<file path="src/rtl/or1200_ibus_pkg.sv">
// Shared types and constants for the or1200 instruction/data bus arbiter.
// OR1200_IBUS_ARB_FAIR_EN selects the fairness build; the default here is STARVE_LIMIT_DEF.
package or1200_ibus_pkg;

  localparam int AW_DEF           = 32;
  localparam int DW_DEF           = 32;
  localparam int STARVE_LIMIT_DEF = 4;

  typedef enum logic [1:0] {
    IDLE  = 2'd0,
    GNT_I = 2'd1,
    GNT_D = 2'd2
  } arb_state_e;

  localparam logic [1:0] GNT_NONE  = 2'b00;
  localparam logic [1:0] GNT_FETCH = 2'b01;
  localparam logic [1:0] GNT_DATA  = 2'b10;

  function automatic logic [1:0] state_to_gnt(input arb_state_e s);
    case (s)
      GNT_I:   return GNT_FETCH;
      GNT_D:   return GNT_DATA;
      default: return GNT_NONE;
    endcase
  endfunction

endpackage

</file>
<file path="src/rtl/or1200_ibus_arb_if.sv">
// Signal bundle around the arbiter: fetch port, data port, shared bus and grant.
// slave = arbiter side, master = surrounding CPU/bus environment.
interface or1200_ibus_arb_if #(
  parameter int AW = or1200_ibus_pkg::AW_DEF,
  parameter int DW = or1200_ibus_pkg::DW_DEF
) ();

  logic            icpu_cyc_i, icpu_stb_i, icpu_cab_i;
  logic [AW-1:0]   icpu_adr_i;
  logic [DW-1:0]   icpu_dat_o;
  logic            icpu_ack_o, icpu_err_o;

  logic            dcpu_cyc_i, dcpu_stb_i, dcpu_we_i, dcpu_cab_i;
  logic [DW/8-1:0] dcpu_sel_i;
  logic [AW-1:0]   dcpu_adr_i;
  logic [DW-1:0]   dcpu_dat_i;
  logic [DW-1:0]   dcpu_dat_o;
  logic            dcpu_ack_o, dcpu_err_o;

  logic            bus_cyc_o, bus_stb_o, bus_we_o, bus_cab_o;
  logic [DW/8-1:0] bus_sel_o;
  logic [AW-1:0]   bus_adr_o;
  logic [DW-1:0]   bus_dat_o;
  logic [DW-1:0]   bus_dat_i;
  logic            bus_ack_i, bus_err_i;

  logic [1:0]      gnt_o;

  modport slave (
    input  icpu_cyc_i, icpu_stb_i, icpu_cab_i, icpu_adr_i,
    output icpu_dat_o, icpu_ack_o, icpu_err_o,
    input  dcpu_cyc_i, dcpu_stb_i, dcpu_we_i, dcpu_cab_i, dcpu_sel_i, dcpu_adr_i, dcpu_dat_i,
    output dcpu_dat_o, dcpu_ack_o, dcpu_err_o,
    output bus_cyc_o, bus_stb_o, bus_we_o, bus_cab_o, bus_sel_o, bus_adr_o, bus_dat_o,
    input  bus_dat_i, bus_ack_i, bus_err_i,
    output gnt_o
  );

  modport master (
    output icpu_cyc_i, icpu_stb_i, icpu_cab_i, icpu_adr_i,
    input  icpu_dat_o, icpu_ack_o, icpu_err_o,
    output dcpu_cyc_i, dcpu_stb_i, dcpu_we_i, dcpu_cab_i, dcpu_sel_i, dcpu_adr_i, dcpu_dat_i,
    input  dcpu_dat_o, dcpu_ack_o, dcpu_err_o,
    input  bus_cyc_o, bus_stb_o, bus_we_o, bus_cab_o, bus_sel_o, bus_adr_o, bus_dat_o,
    output bus_dat_i, bus_ack_i, bus_err_i,
    input  gnt_o
  );

endinterface

</file>
<file path="src/rtl/or1200_ibus_starve_cnt.sv">
// Saturating count of data grants taken while fetch was waiting.
// Only used when OR1200_IBUS_ARB_FAIR_EN is defined.
module or1200_ibus_starve_cnt #(
  parameter int LIMIT = or1200_ibus_pkg::STARVE_LIMIT_DEF
) (
  input  logic clk,
  input  logic rst,
  input  logic inc_i,
  input  logic clr_i,
  output logic sat_o
);

  localparam logic [3:0] LIMIT_C = 4'(LIMIT);

  logic [3:0] cnt_q, cnt_d;

  always_comb begin
    cnt_d = cnt_q;
    if (clr_i) begin
      cnt_d = 4'd0;
    end else if (inc_i && (cnt_q != LIMIT_C)) begin
      cnt_d = cnt_q + 4'd1;
    end else begin
      cnt_d = cnt_q;
    end
  end

  always_ff @(posedge clk) begin
    if (rst) cnt_q <= 4'd0;
    else     cnt_q <= cnt_d;
  end

  assign sat_o = (cnt_q == LIMIT_C);

endmodule

</file>
<file path="src/rtl/or1200_ibus_arb.sv">
// Two-master (fetch/data) arbiter for one shared Wishbone-style bus; data has priority.
// Define OR1200_IBUS_ARB_FAIR_EN to let fetch win after STARVE_LIMIT consecutive data grants.
module or1200_ibus_arb
  import or1200_ibus_pkg::*;
(
  input logic              clk,
  input logic              rst,
  or1200_ibus_arb_if.slave bif
);

`ifdef OR1200_IBUS_ARB_FAIR_EN
  parameter int STARVE_LIMIT = STARVE_LIMIT_DEF;
`endif

  arb_state_e state_q, state_d;
  logic       fair_ovr_s;

  always_comb begin
    state_d = state_q;
    case (state_q)
      IDLE: begin
        if (bif.dcpu_cyc_i && !(fair_ovr_s && bif.icpu_cyc_i)) state_d = GNT_D;
        else if (bif.icpu_cyc_i)                               state_d = GNT_I;
        else                                                   state_d = IDLE;
      end
      GNT_I:   state_d = bif.icpu_cyc_i ? GNT_I : IDLE;
      GNT_D:   state_d = bif.dcpu_cyc_i ? GNT_D : IDLE;
      default: state_d = IDLE;
    endcase
  end

  always_ff @(posedge clk) begin
    if (rst) state_q <= IDLE;
    else     state_q <= state_d;
  end

`ifdef OR1200_IBUS_ARB_FAIR_EN
  logic starve_inc_s, starve_clr_s;

  assign starve_inc_s = (state_q == IDLE) && (state_d == GNT_D) && bif.icpu_cyc_i;
  assign starve_clr_s = (state_q == IDLE) && (state_d == GNT_I);

  or1200_ibus_starve_cnt #(.LIMIT(STARVE_LIMIT)) u_starve_cnt (
    .clk   (clk),
    .rst   (rst),
    .inc_i (starve_inc_s),
    .clr_i (starve_clr_s),
    .sat_o (fair_ovr_s)
  );
`else
  assign fair_ovr_s = 1'b0;
`endif

  // Owner selection comes from the registered state; ack/err/data paths stay combinational.
  always_comb begin
    bif.bus_cyc_o  = 1'b0;
    bif.bus_stb_o  = 1'b0;
    bif.bus_we_o   = 1'b0;
    bif.bus_cab_o  = 1'b0;
    bif.bus_sel_o  = '0;
    bif.bus_adr_o  = '0;
    bif.bus_dat_o  = '0;
    bif.icpu_ack_o = 1'b0;
    bif.icpu_err_o = 1'b0;
    bif.dcpu_ack_o = 1'b0;
    bif.dcpu_err_o = 1'b0;
    case (state_q)
      GNT_I: begin
        bif.bus_cyc_o  = bif.icpu_cyc_i;
        bif.bus_stb_o  = bif.icpu_stb_i;
        bif.bus_cab_o  = bif.icpu_cab_i;
        bif.bus_sel_o  = '1;
        bif.bus_adr_o  = bif.icpu_adr_i;
        bif.icpu_ack_o = bif.bus_ack_i;
        bif.icpu_err_o = bif.bus_err_i;
      end
      GNT_D: begin
        bif.bus_cyc_o  = bif.dcpu_cyc_i;
        bif.bus_stb_o  = bif.dcpu_stb_i;
        bif.bus_we_o   = bif.dcpu_we_i;
        bif.bus_cab_o  = bif.dcpu_cab_i;
        bif.bus_sel_o  = bif.dcpu_sel_i;
        bif.bus_adr_o  = bif.dcpu_adr_i;
        bif.bus_dat_o  = bif.dcpu_dat_i;
        bif.dcpu_ack_o = bif.bus_ack_i;
        bif.dcpu_err_o = bif.bus_err_i;
      end
      default: begin
        bif.bus_cyc_o = 1'b0;
      end
    endcase
  end

  assign bif.gnt_o      = state_to_gnt(state_q);
  assign bif.icpu_dat_o = bif.bus_dat_i;
  assign bif.dcpu_dat_o = bif.bus_dat_i;

endmodule
</file>
<file path="src/flat_wrapper.sv">
// flat-port wrapper written by rule: the top's interface ports become plain ports
module or1200_ibus_arb_flat import or1200_ibus_pkg::*;
  (clk, rst, bif_icpu_cyc_i, bif_icpu_stb_i, bif_icpu_cab_i, bif_icpu_adr_i, bif_icpu_dat_o, bif_icpu_ack_o, bif_icpu_err_o, bif_dcpu_cyc_i, bif_dcpu_stb_i, bif_dcpu_we_i, bif_dcpu_cab_i, bif_dcpu_sel_i, bif_dcpu_adr_i, bif_dcpu_dat_i, bif_dcpu_dat_o, bif_dcpu_ack_o, bif_dcpu_err_o, bif_bus_cyc_o, bif_bus_stb_o, bif_bus_we_o, bif_bus_cab_o, bif_bus_sel_o, bif_bus_adr_o, bif_bus_dat_o, bif_bus_dat_i, bif_bus_ack_i, bif_bus_err_i, bif_gnt_o);
  or1200_ibus_arb_if bif_i ();
  input logic clk;
  input logic rst;
  input wire logic [$bits(bif_i.icpu_cyc_i)-1:0] bif_icpu_cyc_i;
  input wire logic [$bits(bif_i.icpu_stb_i)-1:0] bif_icpu_stb_i;
  input wire logic [$bits(bif_i.icpu_cab_i)-1:0] bif_icpu_cab_i;
  input wire logic [$bits(bif_i.icpu_adr_i)-1:0] bif_icpu_adr_i;
  output wire logic [$bits(bif_i.icpu_dat_o)-1:0] bif_icpu_dat_o;
  output wire logic [$bits(bif_i.icpu_ack_o)-1:0] bif_icpu_ack_o;
  output wire logic [$bits(bif_i.icpu_err_o)-1:0] bif_icpu_err_o;
  input wire logic [$bits(bif_i.dcpu_cyc_i)-1:0] bif_dcpu_cyc_i;
  input wire logic [$bits(bif_i.dcpu_stb_i)-1:0] bif_dcpu_stb_i;
  input wire logic [$bits(bif_i.dcpu_we_i)-1:0] bif_dcpu_we_i;
  input wire logic [$bits(bif_i.dcpu_cab_i)-1:0] bif_dcpu_cab_i;
  input wire logic [$bits(bif_i.dcpu_sel_i)-1:0] bif_dcpu_sel_i;
  input wire logic [$bits(bif_i.dcpu_adr_i)-1:0] bif_dcpu_adr_i;
  input wire logic [$bits(bif_i.dcpu_dat_i)-1:0] bif_dcpu_dat_i;
  output wire logic [$bits(bif_i.dcpu_dat_o)-1:0] bif_dcpu_dat_o;
  output wire logic [$bits(bif_i.dcpu_ack_o)-1:0] bif_dcpu_ack_o;
  output wire logic [$bits(bif_i.dcpu_err_o)-1:0] bif_dcpu_err_o;
  output wire logic [$bits(bif_i.bus_cyc_o)-1:0] bif_bus_cyc_o;
  output wire logic [$bits(bif_i.bus_stb_o)-1:0] bif_bus_stb_o;
  output wire logic [$bits(bif_i.bus_we_o)-1:0] bif_bus_we_o;
  output wire logic [$bits(bif_i.bus_cab_o)-1:0] bif_bus_cab_o;
  output wire logic [$bits(bif_i.bus_sel_o)-1:0] bif_bus_sel_o;
  output wire logic [$bits(bif_i.bus_adr_o)-1:0] bif_bus_adr_o;
  output wire logic [$bits(bif_i.bus_dat_o)-1:0] bif_bus_dat_o;
  input wire logic [$bits(bif_i.bus_dat_i)-1:0] bif_bus_dat_i;
  input wire logic [$bits(bif_i.bus_ack_i)-1:0] bif_bus_ack_i;
  input wire logic [$bits(bif_i.bus_err_i)-1:0] bif_bus_err_i;
  output wire logic [$bits(bif_i.gnt_o)-1:0] bif_gnt_o;
  assign bif_i.icpu_cyc_i = bif_icpu_cyc_i;
  assign bif_i.icpu_stb_i = bif_icpu_stb_i;
  assign bif_i.icpu_cab_i = bif_icpu_cab_i;
  assign bif_i.icpu_adr_i = bif_icpu_adr_i;
  assign bif_icpu_dat_o = bif_i.icpu_dat_o;
  assign bif_icpu_ack_o = bif_i.icpu_ack_o;
  assign bif_icpu_err_o = bif_i.icpu_err_o;
  assign bif_i.dcpu_cyc_i = bif_dcpu_cyc_i;
  assign bif_i.dcpu_stb_i = bif_dcpu_stb_i;
  assign bif_i.dcpu_we_i = bif_dcpu_we_i;
  assign bif_i.dcpu_cab_i = bif_dcpu_cab_i;
  assign bif_i.dcpu_sel_i = bif_dcpu_sel_i;
  assign bif_i.dcpu_adr_i = bif_dcpu_adr_i;
  assign bif_i.dcpu_dat_i = bif_dcpu_dat_i;
  assign bif_dcpu_dat_o = bif_i.dcpu_dat_o;
  assign bif_dcpu_ack_o = bif_i.dcpu_ack_o;
  assign bif_dcpu_err_o = bif_i.dcpu_err_o;
  assign bif_bus_cyc_o = bif_i.bus_cyc_o;
  assign bif_bus_stb_o = bif_i.bus_stb_o;
  assign bif_bus_we_o = bif_i.bus_we_o;
  assign bif_bus_cab_o = bif_i.bus_cab_o;
  assign bif_bus_sel_o = bif_i.bus_sel_o;
  assign bif_bus_adr_o = bif_i.bus_adr_o;
  assign bif_bus_dat_o = bif_i.bus_dat_o;
  assign bif_i.bus_dat_i = bif_bus_dat_i;
  assign bif_i.bus_ack_i = bif_bus_ack_i;
  assign bif_i.bus_err_i = bif_bus_err_i;
  assign bif_gnt_o = bif_i.gnt_o;
  or1200_ibus_arb u_core (.clk(clk), .rst(rst), .bif(bif_i));
endmodule
</file>
<file path="config.mk">
export PLATFORM = sky130hd
export DESIGN_NAME = or1200_ibus_arb_flat
export DESIGN_NICKNAME = d
export VERILOG_FILES = /design/src/rtl/or1200_ibus_pkg.sv /design/src/rtl/or1200_ibus_arb_if.sv /design/src/rtl/or1200_ibus_starve_cnt.sv /design/src/rtl/or1200_ibus_arb.sv /design/src/flat_wrapper.sv
export SDC_FILE = /design/constraint.sdc
export NUM_CORES = 1
export LEC_CHECK = 0
export ABC_AREA = 1
export CAP_MARGIN = 0
export CORE_MARGIN = 10
export CORE_UTILIZATION = 18
export CTS_CLUSTER_DIAMETER = 30
export CTS_CLUSTER_SIZE = 14
export DETAILED_ROUTE_END_ITERATION = 16
export GPL_ROUTABILITY_DRIVEN = 0
export GPL_TIMING_DRIVEN = 0
export PLACE_DENSITY = 0.78
export SYNTH_ARGS = -nofsm -noshare
export SYNTH_HDL_FRONTEND = slang
export SYNTH_SLANG_ARGS = --single-unit
</file>
<file path="constraint.sdc">
create_clock -name clk -period 1.4 [get_ports clk]
set_input_delay 0.14 -clock clk [delete_from_list [all_inputs] [get_ports clk]]
set_output_delay 0.14 -clock clk [all_outputs]
set_load 0.05 [all_outputs]
</file>
### Word-level counts from Yosys, hierarchy flattened

Cells that the tools add are included.

| storage, ports and cells | value |
|---|---|
| word-level logic and storage cells | 20 |
| register bits | 2 |
| bits of input ports | 143 |
| bits in latches | 0 |
| RAM bits | 0 |
| memory bits (read-only) | 0 |
| memories kept | 0 |
| output and inout port bits | 142 |

| cells by class | value |
|---|---|
| reductions and logical operators | 1 |
| equal/unequal tests | 2 |
| bitwise operators | 0 |
| div/mod/pow operators | 0 |
| $mul | 0 |
| shift operators | 0 |
| multiplexer cells | 16 |
| $add $sub $neg | 0 |
| magnitude comparators | 0 |

Operators with widths:

| cell | number |
|---|---|
| 32-bit one-hot mux with 2 select lines | 1 |
| 32-bit two-way mux | 1 |
| 4-bit one-hot mux with 2 select lines | 1 |
| 1-bit two-way mux | 6 |
| 1-bit one-hot mux with 2 select lines | 3 |
| 2-bit one-hot mux with 3 select lines | 1 |
| 2-bit two-way mux | 2 |
| 2-bit one-hot mux with 2 select lines | 1 |
| 2-bit by 1-bit == test with 1-bit output, second input constant | 1 |
| 2-bit == test, second input constant | 1 |
| 2-bit logical NOT | 1 |

### Depth between registers and ports, before layout

| logic depth | value |
|---|---|
| word-level depth | 3 |
| gate-level depth with buffers | 6 |
| gate-level depth less buffers | 4 |

### Least setup slack after synthesis

No wires, ideal clock.

| timing | value |
|---|---|
| path type | register -> output |
| from | reg u_core.state_q[0] |
| to | out bif_bus_adr_o[0] |
| path slack | -0.579 ns |
| data arrival time | 1.839 ns |
| buffers on the path | 2 |
| stages on the path, launching flop included | 7 |
| data required time | 1.260 ns |
| path through | dfxtp_1 > inv_1 > ha_1 > inv_1 > buf_2 > buf_2 > a21oi_1 |

| on the way | value |
|---|---|
| word-level cells in the longest chain between the ends | 2 |
| elaborated cells between the ends (all ways) | 3 |
| classes of those cells | eq/ne: 2; mux: 1 |

Ends and longest elaborated chain:

| element | RTL line | RTL |
|---|---|---|
| start, declared | or1200_ibus_arb.sv:15 | `arb_state_e state_q, state_d;` |
| start signal, assigned | or1200_ibus_arb.sv:34 | `else state_q <= state_d;` |
| 2-bit == test / 2-bit by 1-bit == test with 1-bit output (equally long branches) | or1200_ibus_arb.sv:67 | `case (state_q)` |
| 32-bit one-hot mux with 2 select lines * | or1200_ibus_arb.sv:67 |  |
| end, declared | flat_wrapper.sv:29 | `output wire logic [$bits(bif_i.bus_adr_o)-1:0] bif_bus_adr_o;` |

Mark *: on every way between the ends. The rest lies on a longest branch, timed or not.

### Worst setup path in the final report

| timing | value |
|---|---|
| from | reg u_core.state_q[0] |
| to | out bif_bus_sel_o[0] |

| on the way | value |
|---|---|
| word-level cells in the longest chain between the ends | 2 |
| elaborated cells between the ends (all ways) | 3 |
| classes of those cells | eq/ne: 2; mux: 1 |

Ends and longest elaborated chain:

| element | RTL line | RTL |
|---|---|---|
| 2-bit == test / 2-bit by 1-bit == test with 1-bit output (equally long branches) | or1200_ibus_arb.sv:67 |  |
| 4-bit one-hot mux with 2 select lines * | or1200_ibus_arb.sv:67 |  |
| end, declared | flat_wrapper.sv:28 | `output wire logic [$bits(bif_i.bus_sel_o)-1:0] bif_bus_sel_o;` |

Marks and branches as above.

==> summary.txt <==
Pleak = 2.47 nW
Max Clk Rate = 0.598 GHz
Layout Cells excl Fill = 661
final core utilization = 67.5%
H-tree depth = 1
clock transition at the registers of the reported paths = 30 ps
post-DR wirelength/cell = 19.4 µm
Max Root-Sink Buffers = 2
setup ws final = -272 ps
hold crit path type = primary input to flip-flop
first-pass GRT wire length = 18100 µm
Slowest-stage cell, CP = dfxtp_4
final setup fails = 76
CP max FO = 7
Power Density = 476 nW/µm²
max-cap violations = 0
Remaining Overflow, GRT = 0
clock latency on the worst-skew pair = 220 ps
Worst EP arrival = 1530 ps
DR iter-0 viols = 74
Synth Area per Inst = 5.20 µm²
max FFs per register = 2
RSZ-0062 raised after global routing = true
Largest delay share family, worst path = buffers and inverters
core area = 8130 µm²
Setup crit start kind = flip-flop
Final Skew = 0.315 ps
Most flops, register = u_core.state_q
final instance area = 5490 µm²
largest net degree at the start of global routing = 11
clk root buf = clkbuf_8
biggest registers after layout = u_core.state_q: 2 flops
total CTS buffers = 3
Area Growth Syn to Fin = 270%
Starting Density = 18.2%
n_diodes = 0
Synth top area share = 35.4%
Warnings, synthesis = 0
Tcrit/Tclk final = 119%
Routed Antenna Nets = 0
failing checks = setup timing
DR vias/cell = 4.16
GRT Util Overall = 18.5%
max_slew headroom = 60.9%
CP Cell Sequence = buf_6 > ha_4 > buf_12 > clkinvlp_4 > a21oi_4 > buf_8
First-pass DRT Iterations = 4
Worst Path Required = 1260 ps
clock sinks = 2
Final Hold Fails = 0
post-synthesis sequential area ratio = 2.70%
leading area contributor after synthesis = buf_4
Post-DP Area = 4610 µm²
Layout Nets = 707
DP Cell Count = 642
Die X = 111 µm
Crit path buffers/inverters = 4
vias in the first global route = 2907
Site Rows = 33
min Tclk post-route = 1670 ps
status = finished, violations left
synth unique cells = 12
mapped cell area = 1480 µm²
share of cells above drive strength 1 = 50.0%
die height = 111 µm
synthesized instance count = 285
Setup crit end kind = output pin
layout filler cell count = 645
CP Class = flip-flop to output pin
dpl hpwl = 10600 µm
Post-Route WL = 12800 µm
largest cells by area after synthesis = buf_4, nand2_1, a21oi_1
DRC Markers = 0
#FFs+latches synth = 2
initial antenna violation count = 0
Die ar. = 12300 µm²
via count = 2750
worst-margin pin slew = 584 ps
CP max stage delay = 350 ps
maximum vdd drop = 379 µV
Net Count, Synth = 434
CTS tree = done
number of port buffers = 252
I/O pin cnt = 285
Max Slew Vio Count = 0
cells in the mapped netlist:
| master | number |
|---|---|
| ha_1 | 6 |
| nand2_1 | 111 |
| buf_2 | 8 |
| o21ai_0 | 1 |
| nand3_1 | 1 |
| a21oi_1 | 40 |
| or2_2 | 1 |
| nor2_1 | 1 |
| dfxtp_1 | 2 |
| inv_1 | 42 |
| clkbuf_1 | 2 |
| buf_4 | 70 |
where the power goes:
group	switching [mW]	internal (mW)	total, mW
sequential	0.00519	0.0601	0.0653
combinational	1.26	1.05	2.31
clock	0.0541	0.183	0.237
total	1.32	1.29	2.61
final cells by class:
cell class / instances / area [µm²] / area share (%)
inverter: 42 / 169 / 3.08
sequential: 2 / 47.5 / 0.867
multi-input combinational: 161 / 1380 / 25.1
tap: 105 / 131 / 2.39
clock buffer: 3 / 41.3 / 0.753
buffer: 80 / 722 / 13.2
timing repair buffer: 268 / 3000 / 54.7
final timing paths:
path,cells past startpoint,slack (ps),end,start
setup / recovery,6,-270,bif_bus_sel_o[0],u_core.state_q[0]
hold reg to reg,3,700,u_core.state_q[0],u_core.state_q[1]
setup reg to reg,6,70,u_core.state_q[0],u_core.state_q[0]
hold / removal,3,560,u_core.state_q[0],rst
placed cells by master (no fill, tap or decap):
cell type        instances
a21oi_2                  1
a21oi_4                 39
buf_12                   7
buf_16                   2
buf_2                    1
buf_4                   73
buf_6                   48
buf_8                   37
clkbuf_16                5
clkbuf_8                 3
clkdlybuf4s15_2          1
clkdlybuf4s50_1        174
clkinvlp_4               1
dfxtp_4                  2
ha_1                     2
ha_4                     4
inv_1                   23
inv_2                   15
inv_4                    3
nand2_1                 76
nand2_2                 19
nand2_4                 16
nand3_1                  1
nor2_1                   1
o21ai_0                  1
or2_4                    1
worst register-to-register path, delay by kind of cell (launching register included):
family	cells	cell delay, ps
AO/OA/AOI/OAI	1	100
adder cells (fa/ha/maj)	1	190
buffers and inverters	3	380
flip-flops	1	340
AND/OR/NAND/NOR	1	260
routing by layer:
metal / vias to the layer above / global-route usage (%) / share of wire, %
met4: 0 / 1.82 / 0.79
li1: 1323 / - / -
met2: 146 / 39.1 / 59
met5: - / 0 / 0
met1: 1274 / 15.2 / 30
met3: 7 / 8.71 / 11
through the flow:
stage	hold WS [ps]	setup WS, ps	power, mW	TNS (ps)
floorplan	268	-46.3	1.27	-1040
CTS	554	-272	2.45	-16570
global route	569	-334	2.71	-19620
detailed placement	668	-818	2.03	-54750
global placement	668	-795	2.01	-53580
finish	561	-272	2.61	-15750
kinds of logic (layout without fill, tap and decap cells):
logic type / count (synthesis) / in the layout / share of synthesized area [%]
adder cells (fa/ha/maj): 6 / 6 / 5.06
AO/OA/AOI/OAI: 41 / 41 / 13.8
buffers and inverters: 122 / 393 / 49.3
flip-flops: 2 / 2 / 2.70
AND/OR/NAND/NOR: 114 / 114 / 29.1
repair_timing:
action | 4_1_cts | 5_1_grt
hold buffers | 0 | 0
endpoints found under the setup margin | 78 | 77
resized for setup | 584 | 111
pin swaps | 5 | 7
buffers inserted | 6 | 4
cloned | 3 | 4
(Power assumes the default switching activity.)
